File: config.mk
export PLATFORM = sky130hd
export DESIGN_NAME = ifetch_ctrl
export DESIGN_NICKNAME = d
export VERILOG_FILES = /design/src/rtl/ifetch_ctrl.sv
export SDC_FILE = /design/constraint.sdc
export NUM_CORES = 1
export LEC_CHECK = 0
export CAP_MARGIN = 10
export CELL_PAD_IN_SITES_DETAIL_PLACEMENT = 1
export CELL_PAD_IN_SITES_GLOBAL_PLACEMENT = 1
export CORE_MARGIN = 1
export CORE_UTILIZATION = 37
export DETAILED_ROUTE_END_ITERATION = 7
export GPL_ROUTABILITY_DRIVEN = 0
export GPL_TIMING_DRIVEN = 0
export PLACE_DENSITY_LB_ADDON = 0.1
export REMOVE_ABC_BUFFERS = 1
export SLEW_MARGIN = 15
export SYNTH_ARGS = -nofsm -noshare
export SYNTH_HDL_FRONTEND = slang
export SYNTH_SLANG_ARGS = --single-unit
export TNS_END_PERCENT = 10
File: constraint.sdc
create_clock -name clk -period 6.9 [get_ports clk]
set_input_delay 1.38 -clock clk [delete_from_list [all_inputs] [get_ports clk]]
set_output_delay 1.38 -clock clk [all_outputs]
set_load 0.01 [all_outputs]
File: src/rtl/ifetch_ctrl.sv
// Instruction-fetch sequencer: issues one halfword-addressed read per
// instruction and presents each fetched word to decode over valid/ready.
// Advances the PC by 1 halfword for a compressed instruction and by 2 for a
// full-width one. A redirect overrides the sequential PC in the same cycle.
//
// Ports:
//   clk, rst_n          clock (rising edge), asynchronous active-low reset
//   fetch_en            allow new memory requests
//   redirect_valid/pc   restart fetch at redirect_pc, dropping the current instr
//   instr_valid/ready   handshake to decode
//   instr_data/pc       presented word (bits[15:0] at instr_pc) and its address
//   imem_ceb/web/A/Q    instruction memory port (ceb active-low, web held at 1)
module ifetch_ctrl #(
    parameter int unsigned ADDR_WIDTH = 10,
    parameter int unsigned RESET_PC   = 0
) (
    input  logic                  clk,
    input  logic                  rst_n,
    input  logic                  fetch_en,
    input  logic                  redirect_valid,
    input  logic [ADDR_WIDTH-1:0] redirect_pc,
    output logic                  instr_valid,
    input  logic                  instr_ready,
    output logic [31:0]           instr_data,
    output logic [ADDR_WIDTH-1:0] instr_pc,
    output logic                  imem_ceb,
    output logic                  imem_web,
    output logic [ADDR_WIDTH-1:0] imem_A,
    input  logic [31:0]           imem_Q
);

    localparam logic [ADDR_WIDTH-1:0] RST_PC = ADDR_WIDTH'(RESET_PC);

    typedef enum logic [1:0] {
        IDLE = 2'd0,
        RESP = 2'd1,
        HOLD = 2'd2
    } state_t;

    state_t                  state_q, state_d;
    logic [ADDR_WIDTH-1:0]   pc_q, pc_d;
    logic [31:0]             hold_q, hold_d;
    logic [31:0]             cur_data;
    logic [ADDR_WIDTH-1:0]   next_pc;
    logic                    req;
    logic [ADDR_WIDTH-1:0]   req_addr;

    // Word currently presented to decode and the sequential PC that follows it
    always_comb begin
        cur_data = (state_q == HOLD) ? hold_q : imem_Q;
        next_pc  = pc_q + ((cur_data[1:0] == 2'b11) ? ADDR_WIDTH'(2) : ADDR_WIDTH'(1));
    end

    // Next-state, memory request and handshake outputs
    always_comb begin
        state_d     = state_q;
        pc_d        = pc_q;
        hold_d      = hold_q;
        req         = 1'b0;
        req_addr    = '0;
        instr_valid = 1'b0;
        instr_data  = '0;
        instr_pc    = pc_q;

        case (state_q)
            IDLE: begin
                if (fetch_en) begin
                    req      = 1'b1;
                    req_addr = pc_q;
                    state_d  = RESP;
                end
            end
            RESP, HOLD: begin
                instr_valid = 1'b1;
                instr_data  = cur_data;
                if (instr_ready) begin
                    pc_d = next_pc;
                    if (fetch_en) begin
                        req      = 1'b1;
                        req_addr = next_pc;
                        state_d  = RESP;
                    end else begin
                        state_d  = IDLE;
                    end
                end else begin
                    // Capture the read data: memory output is only valid for one cycle
                    hold_d  = cur_data;
                    state_d = HOLD;
                end
            end
            default: begin
                state_d = IDLE;
            end
        endcase

        // Redirect wins over everything, including a completing handshake
        if (redirect_valid) begin
            instr_valid = 1'b0;
            pc_d        = redirect_pc;
            hold_d      = hold_q;
            req         = fetch_en;
            req_addr    = fetch_en ? redirect_pc : '0;
            state_d     = fetch_en ? RESP : IDLE;
        end
    end

    // No request may reach memory while reset is asserted
    always_comb begin
        imem_ceb = ~(req & rst_n);
        imem_A   = (req & rst_n) ? req_addr : '0;
        imem_web = 1'b1;
    end

    // State, PC and hold register
    always_ff @(posedge clk or negedge rst_n) begin
        if (!rst_n) begin
            state_q <= IDLE;
            pc_q    <= RST_PC;
            hold_q  <= '0;
        end else begin
            state_q <= state_d;
            pc_q    <= pc_d;
            hold_q  <= hold_d;
        end
    end

endmodule

==> results of run 1 <==
## cell type report
class | count | area (um2)
well taps | 102 | 128
clock inverters | 3 | 18.8
fillers | 871 | 3670
multi-input cells | 230 | 1670
repair buffers | 104 | 1060
flip-flops and latches | 44 | 1100
inverters | 5 | 18.8
clock buffers | 5 | 68.8
## cell families after synthesis
kind of cell,count (synthesis)
xor gates and xnor gates,8
muxes,65
DFF,44
AOI/OAI and AO/OA,51
buffers and inverters,30
and+or+nand+nor,99
other,1
adders and majority gates,6
## worst min path at each step
stage          slack (ns)    endpoint  cells past startpoint       start
3_3_place_gp         0.47   hold_q[8]                      1   hold_q[8]
5_1_grt              0.53  hold_q[13]                      1  hold_q[13]
4_1_cts              0.51   hold_q[8]                      1   hold_q[8]
6_report             0.51   hold_q[8]                      1   hold_q[8]
3_5_place_dp         0.49   hold_q[8]                      1   hold_q[8]
2_1_floorplan        0.46   hold_q[8]                      1   hold_q[8]
## cells in the mapped netlist (6+ instances only)
cell type and instances:
nor2_1 42, dfrtp_1 44, nor3_1 7, a21oi_1 8
nand3_1 8, mux2_2 31, nand2_1 20, xnor2_1 6
mux2i_1 33, nand3b_1 6, clkbuf_1 7, o21ai_0 20
## where the power goes
| group | internal [mW] | switching (mW) | total, mW |
|---|---|---|---|
| Sequential | 0.351 | 0.0575 | 0.408 |
| Combinational | 0.228 | 0.182 | 0.410 |
| Clock | 0.0708 | 0.0979 | 0.169 |
| Total | 0.650 | 0.337 | 0.987 |
## worst max-delay path, stage by stage
cell and delay (ns):
clkdlybuf4s50_1 0.93, inv_1 0.23, nor4_1 0.75, o21ai_0 0.24, a21oi_1 0.19, clkdlybuf4s50_1 0.56
## registers in the layout, summed over array words and instances (netlist names)
name      count
state_q       2
hold_q       32
instr_pc     10
## layer usage
| metal | vias up | wire, um |
|---|---|---|
| li1 | 1252 | - |
| met1 | 1293 | 3710 |
| met2 | 65 | 3710 |
| met3 | 10 | 350 |
| met4 | 0 | 129 |
| met5 | - | 0 |
## stage by stage
stage                     hold WS [ns]   util  cell area, um2  worst slack [ns]
after floorplan                  0.458      -            2780              2.15
after global placement           0.469  0.506            3910             0.225
after detailed placement         0.492  0.514            3970              1.24
after CTS                        0.513  0.525            4060              1.24
after global routing             0.531  0.525            4060             0.999
final                            0.510  0.525            4060              1.23
==> results.md, run 1 <==
- Max Root-Sink Buffers: 2
- Die ar.: 8310 um2
- Starting Density: 0.381
- Routed Antenna Nets: 0
- Via-to-Cell Ratio: 5.31
- Outcome: finished, final reports clean
- CP max FO: 19
- Area delta synth->final: 37.9%
- Final setup viols: 0
- CORE AREA: 7730 um2
- Worst path required time: 5.52 ns
- # IOs: 102
- Global-route wire length before repair: 13100 um
- M2 GR Usage: 0.332
- Largest family of logic cells by synthesized area: multiplexers
- Power per Cell Area: 243 nW/um2
- Worst slew pin tran: 0.790 ns
- Slew margin rel.: 0.468
- Postcts setup bufs: 0
- Final Hold Fails: 0
- Num CTS Buffers: 5
- Seq/Total Area, Yosys: 0.374
- Placed insts: 485
- Fmax: 0.176 GHz
- Crit end category: primary output
- Pins over their slew limit: 0
- Gr ovfl total: 0
- RSZ-0062 raised after global routing: false
- Via Count: 2620
- Adder-cell share of the synthesized area: 0.0281
- Flop2flop setup slack: 3.99 ns
- Setup crit start: fetch_en
- Reg-to-Reg Start: state_q[0]
- Count of cell types in the netlist: 49
- Hold-fix buffers, CTS: 0
- Hold Crit Class: reg2reg
- Total of max-cap violations: 0
- Yosys reg bits: 44
- Xor/xnor cell area share of the yosys netlist: 0.0238
- Setup TNS: 0 ns
- Fin cells: 493
- Largest cells by area after synthesis: dfrtp_1, mux2_2, mux2i_1
- Min Tclk post-route: 5.67 ns
- DR iter-0 viols: 35
- Leakage power: 1.54 nW
- FF-to-FF End: instr_pc[9]
- GRT Resource Usage Total: 0.198
- PostCTS Resize Cnt: 0
- Largest net degree at the start of global routing: 39
- Leading area contributor after synthesis: dfrtp_1
- Warnings from Yosys: 0
- Clk Latency, worst-skew pair: 0.31 ns
- CP arrival: 4.29 ns
- Cell row count: 32
- Synth Instances: 304
- Antenna Cells: 0
- Input/output buffers: 100
- Startpoint types: input pin
- CTS Sinks: 44
- Post-Synth Simple-Gate Area: 0.166
- Critical Path End: imem_A[6]
- Max IR drop VDD: 0.0918 mV
- Grt peak-use layer: met2
- R2R cell count: 10
- Clock slew at reported path FFs: 0.09 ns
- WS Path Type: in2out
- Drc violations: 0
- DRT Pass-1 Iters: 4
- Most common cell after layout, fill and taps aside: clkdlybuf4s50_1
- Die W: 91.2 um
- Post-synth EDFFs: 0
- Initial antenna violation count: 0
- Vias in the first global route: 2630
- Root Buffer: clkbuf_8
- Power Total: 0.987 mW
- Async SR Flop Fraction: 1.00
- Die height: 91.2 um
- Synth Flop Type: dfrtp_1
- Avg Cell Area, Syn: 9.68 um2
- Drt total wl: 7900 um
- Fin crit share: 0.821
- Most frequent cells in the layout: clkdlybuf4s50_1, dfrtp_1, nor2_1, mux2i_1, mux2_2
- Mux share of post-synthesis cell area: 0.235
- Met3 usage: 0.0369
- Clock skew: 0.00892 ns
- Top cell type's share of synthesized area: 0.374
- Layout cell share with drive strength beyond 1: 0.138
- Synth Area in Compound Gates: 0.111
- DR WL/cell: 16.0 um
- Layout Nets: 443
- Mapped Area: 2940 um2
- CTS tree: done
- M1 GR Usage: 0.258
- H-Tree Depth: 2
- DP Wirelength: 5590 um
Power figures use the tool's default switching activity.
==> run 2, diff against run 1 <==
CORE_UTILIZATION = 34   (was 37)
clock period = 5.85 ns   (was 6.9 ns; I/O delays follow)
==> run 2 against run 1 <==
Non-clock buffer count increased by 1. First-iteration DRC count grew 63%. Count of clock-buffer cells in the layout increased by 2.
==> results.md, run 2 (synthesized netlist as in run 1, its figures left out) <==
- # IOs: 102
- Area delta synth->final: 38.5%
- Most common cell after layout, fill and taps aside: clkdlybuf4s50_1
- Die ar.: 9030 um2
- Largest net degree at the start of global routing: 39
- GRT Resource Usage Total: 0.191
- Setup crit start: fetch_en
- Most frequent cells in the layout: clkdlybuf4s50_1, dfrtp_1, nor2_1, mux2i_1, mux2_2
- Worst path required time: 4.68 ns
- DR iter-0 viols: 57
- Final hold slack: 0.508 ns
- CTS Sinks: 44
- CP arrival: 4.19 ns
- CP max FO: 19
- Hold-fix buffers, CTS: 0
- Crit end category: primary output
- Flop2flop setup slack: 2.67 ns
- H-Tree Depth: 2
- Slowest stage delay, CP: 0.95 ns
- Final Hold Fails: 0
- CP max stage cell: clkdlybuf4s50_1
- Fin crit share: 0.916
- Drc violations: 0
- Top cell by count, worst path: clkdlybuf4s50_1
- Final setup viols: 0
- R2R cell count: 11
- Via Count: 2578
- Instance count on the critical path: 6
- Outcome: finished, final reports clean
- CORE AREA: 8300 um2
- Finished Core Util: 0.491
- Clock skew: 0.00858 ns
- Antenna Cells: 0
- Global-route wire length before repair: 13400 um
- Hold Crit Class: reg2reg
- Max FFs per register: 32
- Hold depth: 1
- Buf/Inv on CP: 3
- Power Total: 1.18 mW
- Reg-to-Reg Start: state_q[0]
- CP cell instances: clkdlybuf4s50_1 -> inv_1 -> nor4_1 -> o21ai_0 -> a21oi_1 -> clkdlybuf4s50_1
- CTS tree: done
- Startpoint types: input pin
- Via-to-Cell Ratio: 5.19
- Max IR drop VDD: 0.117 mV
- Routed Antenna Nets: 0
- Initial antenna violation count: 0
- Input/output buffers: 100
- DRT Pass-1 Iters: 4
- Total of max-cap violations: 0
- DP Wirelength: 5840 um
- Starting Density: 0.355
- Root Buffer: clkbuf_8
- Leakage power: 1.54 nW
- DP Area: 3980 um2
- Min Tclk post-route: 5.36 ns
- Top cell family by delay on the critical path: buffers and inverters
- Fmax: 0.187 GHz
- Worst slew pin tran: 0.865 ns
- Power per Cell Area: 288 nW/um2
- Vias in the first global route: 2614
- Die W: 95.0 um
- Slew margin rel.: 0.418
- Postcts setup bufs: 0
- Post-route cell area: 4080 um2
- Clk Latency, worst-skew pair: 0.30 ns
- Die height: 95.0 um
- Cell row count: 33
- Layout Nets: 444
- Max Root-Sink Buffers: 2
- WS Path Type: in2out
- Largest Register: hold_q
- Gr ovfl total: 0
- Drt total wl: 8260 um
- Pins over their slew limit: 0
- Min-Delay Startpoint: hold_q[8]
- PostCTS Resize Cnt: 0
- Worst slack, placed: 0.492 ns
- Clock slew at reported path FFs: 0.08 ns
- Num CTS Buffers: 5
- Setup WS post-layout: 0.492 ns
- Layout cell share with drive strength beyond 1: 0.138
- RSZ-0062 raised after global routing: false
- DR WL/cell: 16.6 um
run 2: worst paths after layout:
check	to
worst max-delay path	imem_A[3]
worst min-delay path	hold_q[8]
worst max register to register	instr_pc[9]
worst min register to register	hold_q[8]
max in group asynchronous	hold_q[28]
min in group asynchronous	instr_pc[2]
run 2: cell type report:
type | instances | area [um2]
fillers | 946 | 4220
repair buffers | 105 | 1060
well taps | 105 | 131
flip-flops and latches | 44 | 1100
clock buffers | 7 | 86.3
inverters | 5 | 18.8
clock inverters | 1 | 7.51
multi-input cells | 230 | 1670
run 2: power by group:
part,leakage (nW),total [mW],switching (mW),internal [mW]
clock,0.0445,0.208,0.111,0.0962
sequential,0.524,0.483,0.0692,0.414
combinational,0.968,0.485,0.215,0.270
total,1.54,1.18,0.395,0.780
run 2: routing by layer:
layer | GRT usage | vias to the layer above | part of all wire
li1 | - | 1245 | -
met4 | 0.0455 | 0 | 0.0086
met2 | 0.324 | 70 | 0.49
met3 | 0.0343 | 7 | 0.047
met5 | 0 | - | 0
met1 | 0.253 | 1256 | 0.46
run 2: per-stage QoR:
stage          TNS [ns]  instances
6_report              0        497
5_1_grt               0        497
4_1_cts               0        497
3_5_place_dp          0        489
3_3_place_gp      -2.81        484
2_1_floorplan         0        279
==> run 3, diff against run 2 <==
CORE_ASPECT_RATIO = 1.4   (was not set)
HOLD_SLACK_MARGIN = 0.02   (was not set)
SLEW_MARGIN = not set   (was 15)
==> run 3 against run 2 <==
Wire length rose by 0.39%. Via count rose by 1.1%. Sequential power barely moved. Flip-flop and latch count did not move. Final area rose by 2.2%. Combinational power barely moved. Sequential share of layout area fell by 0.59 points. Count of clock-buffer cells in the layout fell by 1. Critical path type unchanged.
==> results.md, run 3 (synthesized netlist as in run 1, its figures left out) <==
- Antenna Cells: 0
- Min-Delay Endpoint: hold_q[8]
- DRT Pass-1 Iters: 4
- Fin crit share: 0.905
- Clock slew at reported path FFs: 0.06 ns
- Placed insts: 485
- Min Tclk post-route: 5.29 ns
- Most common cell after layout, fill and taps aside: clkdlybuf4s50_1
- CP arrival: 4.12 ns
- Worst path required time: 4.68 ns
- Initial antenna violation count: 0
- WS Path Type: in2out
- Gr ovfl total: 0
- DP Area: 3980 um2
- Final setup viols: 0
- GRT Resource Usage Total: 0.194
- R2R cell count: 7
- CTS tree: done
- Leakage power: 1.58 nW
- Max FFs per register: 32
- Via Count: 2606
- RSZ-0062 raised after global routing: false
- Flop2flop setup slack: 3.07 ns
- Most frequent cells in the layout: clkdlybuf4s50_1, dfrtp_1, nor2_1, mux2i_1, mux2_2
- Drc violations: 0
- CORE AREA: 8300 um2
- PostCTS Resize Cnt: 0
- Min-Delay Startpoint: hold_q[8]
- Startpoint types: input pin
- Clk Latency, worst-skew pair: 0.29 ns
- Reg-to-Reg Start: state_q[0]
- Pins over their slew limit: 0
- H-Tree Depth: 2
- Layout Nets: 444
- Max Root-Sink Buffers: 2
- Postcts setup bufs: 0
- Root Buffer: clkbuf_16
- Cell row count: 39
- Finished Core Util: 0.502
- Fin cells: 494
- Num CTS Buffers: 5
- Starting Density: 0.355
- FF-to-FF End: hold_q[22]
- Crit end category: primary output
- Final Hold Fails: 0
- Total of max-cap violations: 0
- Outcome: finished, final reports clean
- DP Wirelength: 5820 um
- Input/output buffers: 100
- Fmax: 0.189 GHz
- Global-route wire length before repair: 13600 um
- # IOs: 102
- Drt total wl: 8290 um
- Hold-fix buffers, CTS: 0
- Clock skew: 0.00686 ns
- Slew margin rel.: 0.442
- Worst slew pin tran: 0.829 ns
- Layout cell share with drive strength beyond 1: 0.135
- Max IR drop VDD: 0.209 mV
- DR iter-0 viols: 64
- Largest net degree at the start of global routing: 39
- Hold Crit Class: reg2reg
- DR WL/cell: 16.8 um
- Hold depth: 1
- Die height: 112 um
- Vias in the first global route: 2709
- Power per Cell Area: 310 nW/um2
- Largest Register: hold_q
- CTS Sinks: 44
- CP max FO: 19
- Area delta synth->final: 41.6%
- Routed Antenna Nets: 0
- Via-to-Cell Ratio: 5.28
- Die W: 80.6 um
- Die ar.: 9040 um2
- Post-route cell area: 4170 um2
[run 3: final cells by class]
class / instances / area, um2
tap: 102 / 128
multi-input combinational: 230 / 1670
fill: 937 / 4130
sequential: 44 / 1100
timing repair buffer: 105 / 1090
clock inverter: 2 / 35.0
clock buffer: 6 / 129
inverter: 5 / 18.8
[run 3: metal layers]
layer | track usage | vias up | share of wire
li1 | - | 1249 | -
met1 | 0.240 | 1267 | 0.43
met2 | 0.336 | 79 | 0.51
met3 | 0.0309 | 11 | 0.044
met4 | 0.0631 | 0 | 0.014
met5 | 0 | - | 0
[run 3: critical path, cell delays in order]
cell and delay (ns):
clkdlybuf4s50_1 0.93, inv_1 0.25, nor4_1 0.78, o21ai_0 0.20, a21oi_1 0.21, clkdlybuf4s50_1 0.57
[run 3: power by group]
part,switching [mW],internal (mW)
sequential,0.0688,0.415
combinational,0.214,0.272
clock,0.120,0.201
total,0.403,0.887
[run 3: through the flow]
| stage | hold WS (ns) | setup TNS (ns) | power, mW | setup WS, ns |
|---|---|---|---|---|
| floorplan | 0.458 | 0 | 0.745 | 1.31 |
| global placement | 0.470 | -2.08 | 0.956 | -0.321 |
| detailed placement | 0.483 | 0 | 0.981 | 0.361 |
| CTS | 0.498 | 0 | 1.31 | 0.371 |
| global route | 0.530 | 0 | 1.37 | 0.161 |
| finish | 0.496 | 0 | 1.29 | 0.557 |
[run 3: worst max path at each step]
stage	end	cells after the start	slack, ns	from
after floorplan	imem_A[7]	10	1.31	state_q[0]
after global placement	imem_A[2]	4	-0.32	rst_n
after detailed placement	imem_A[5]	5	0.36	redirect_valid
after CTS	imem_A[5]	5	0.37	redirect_valid
after global routing	imem_A[3]	6	0.16	fetch_en
final	imem_A[5]	6	0.56	fetch_en
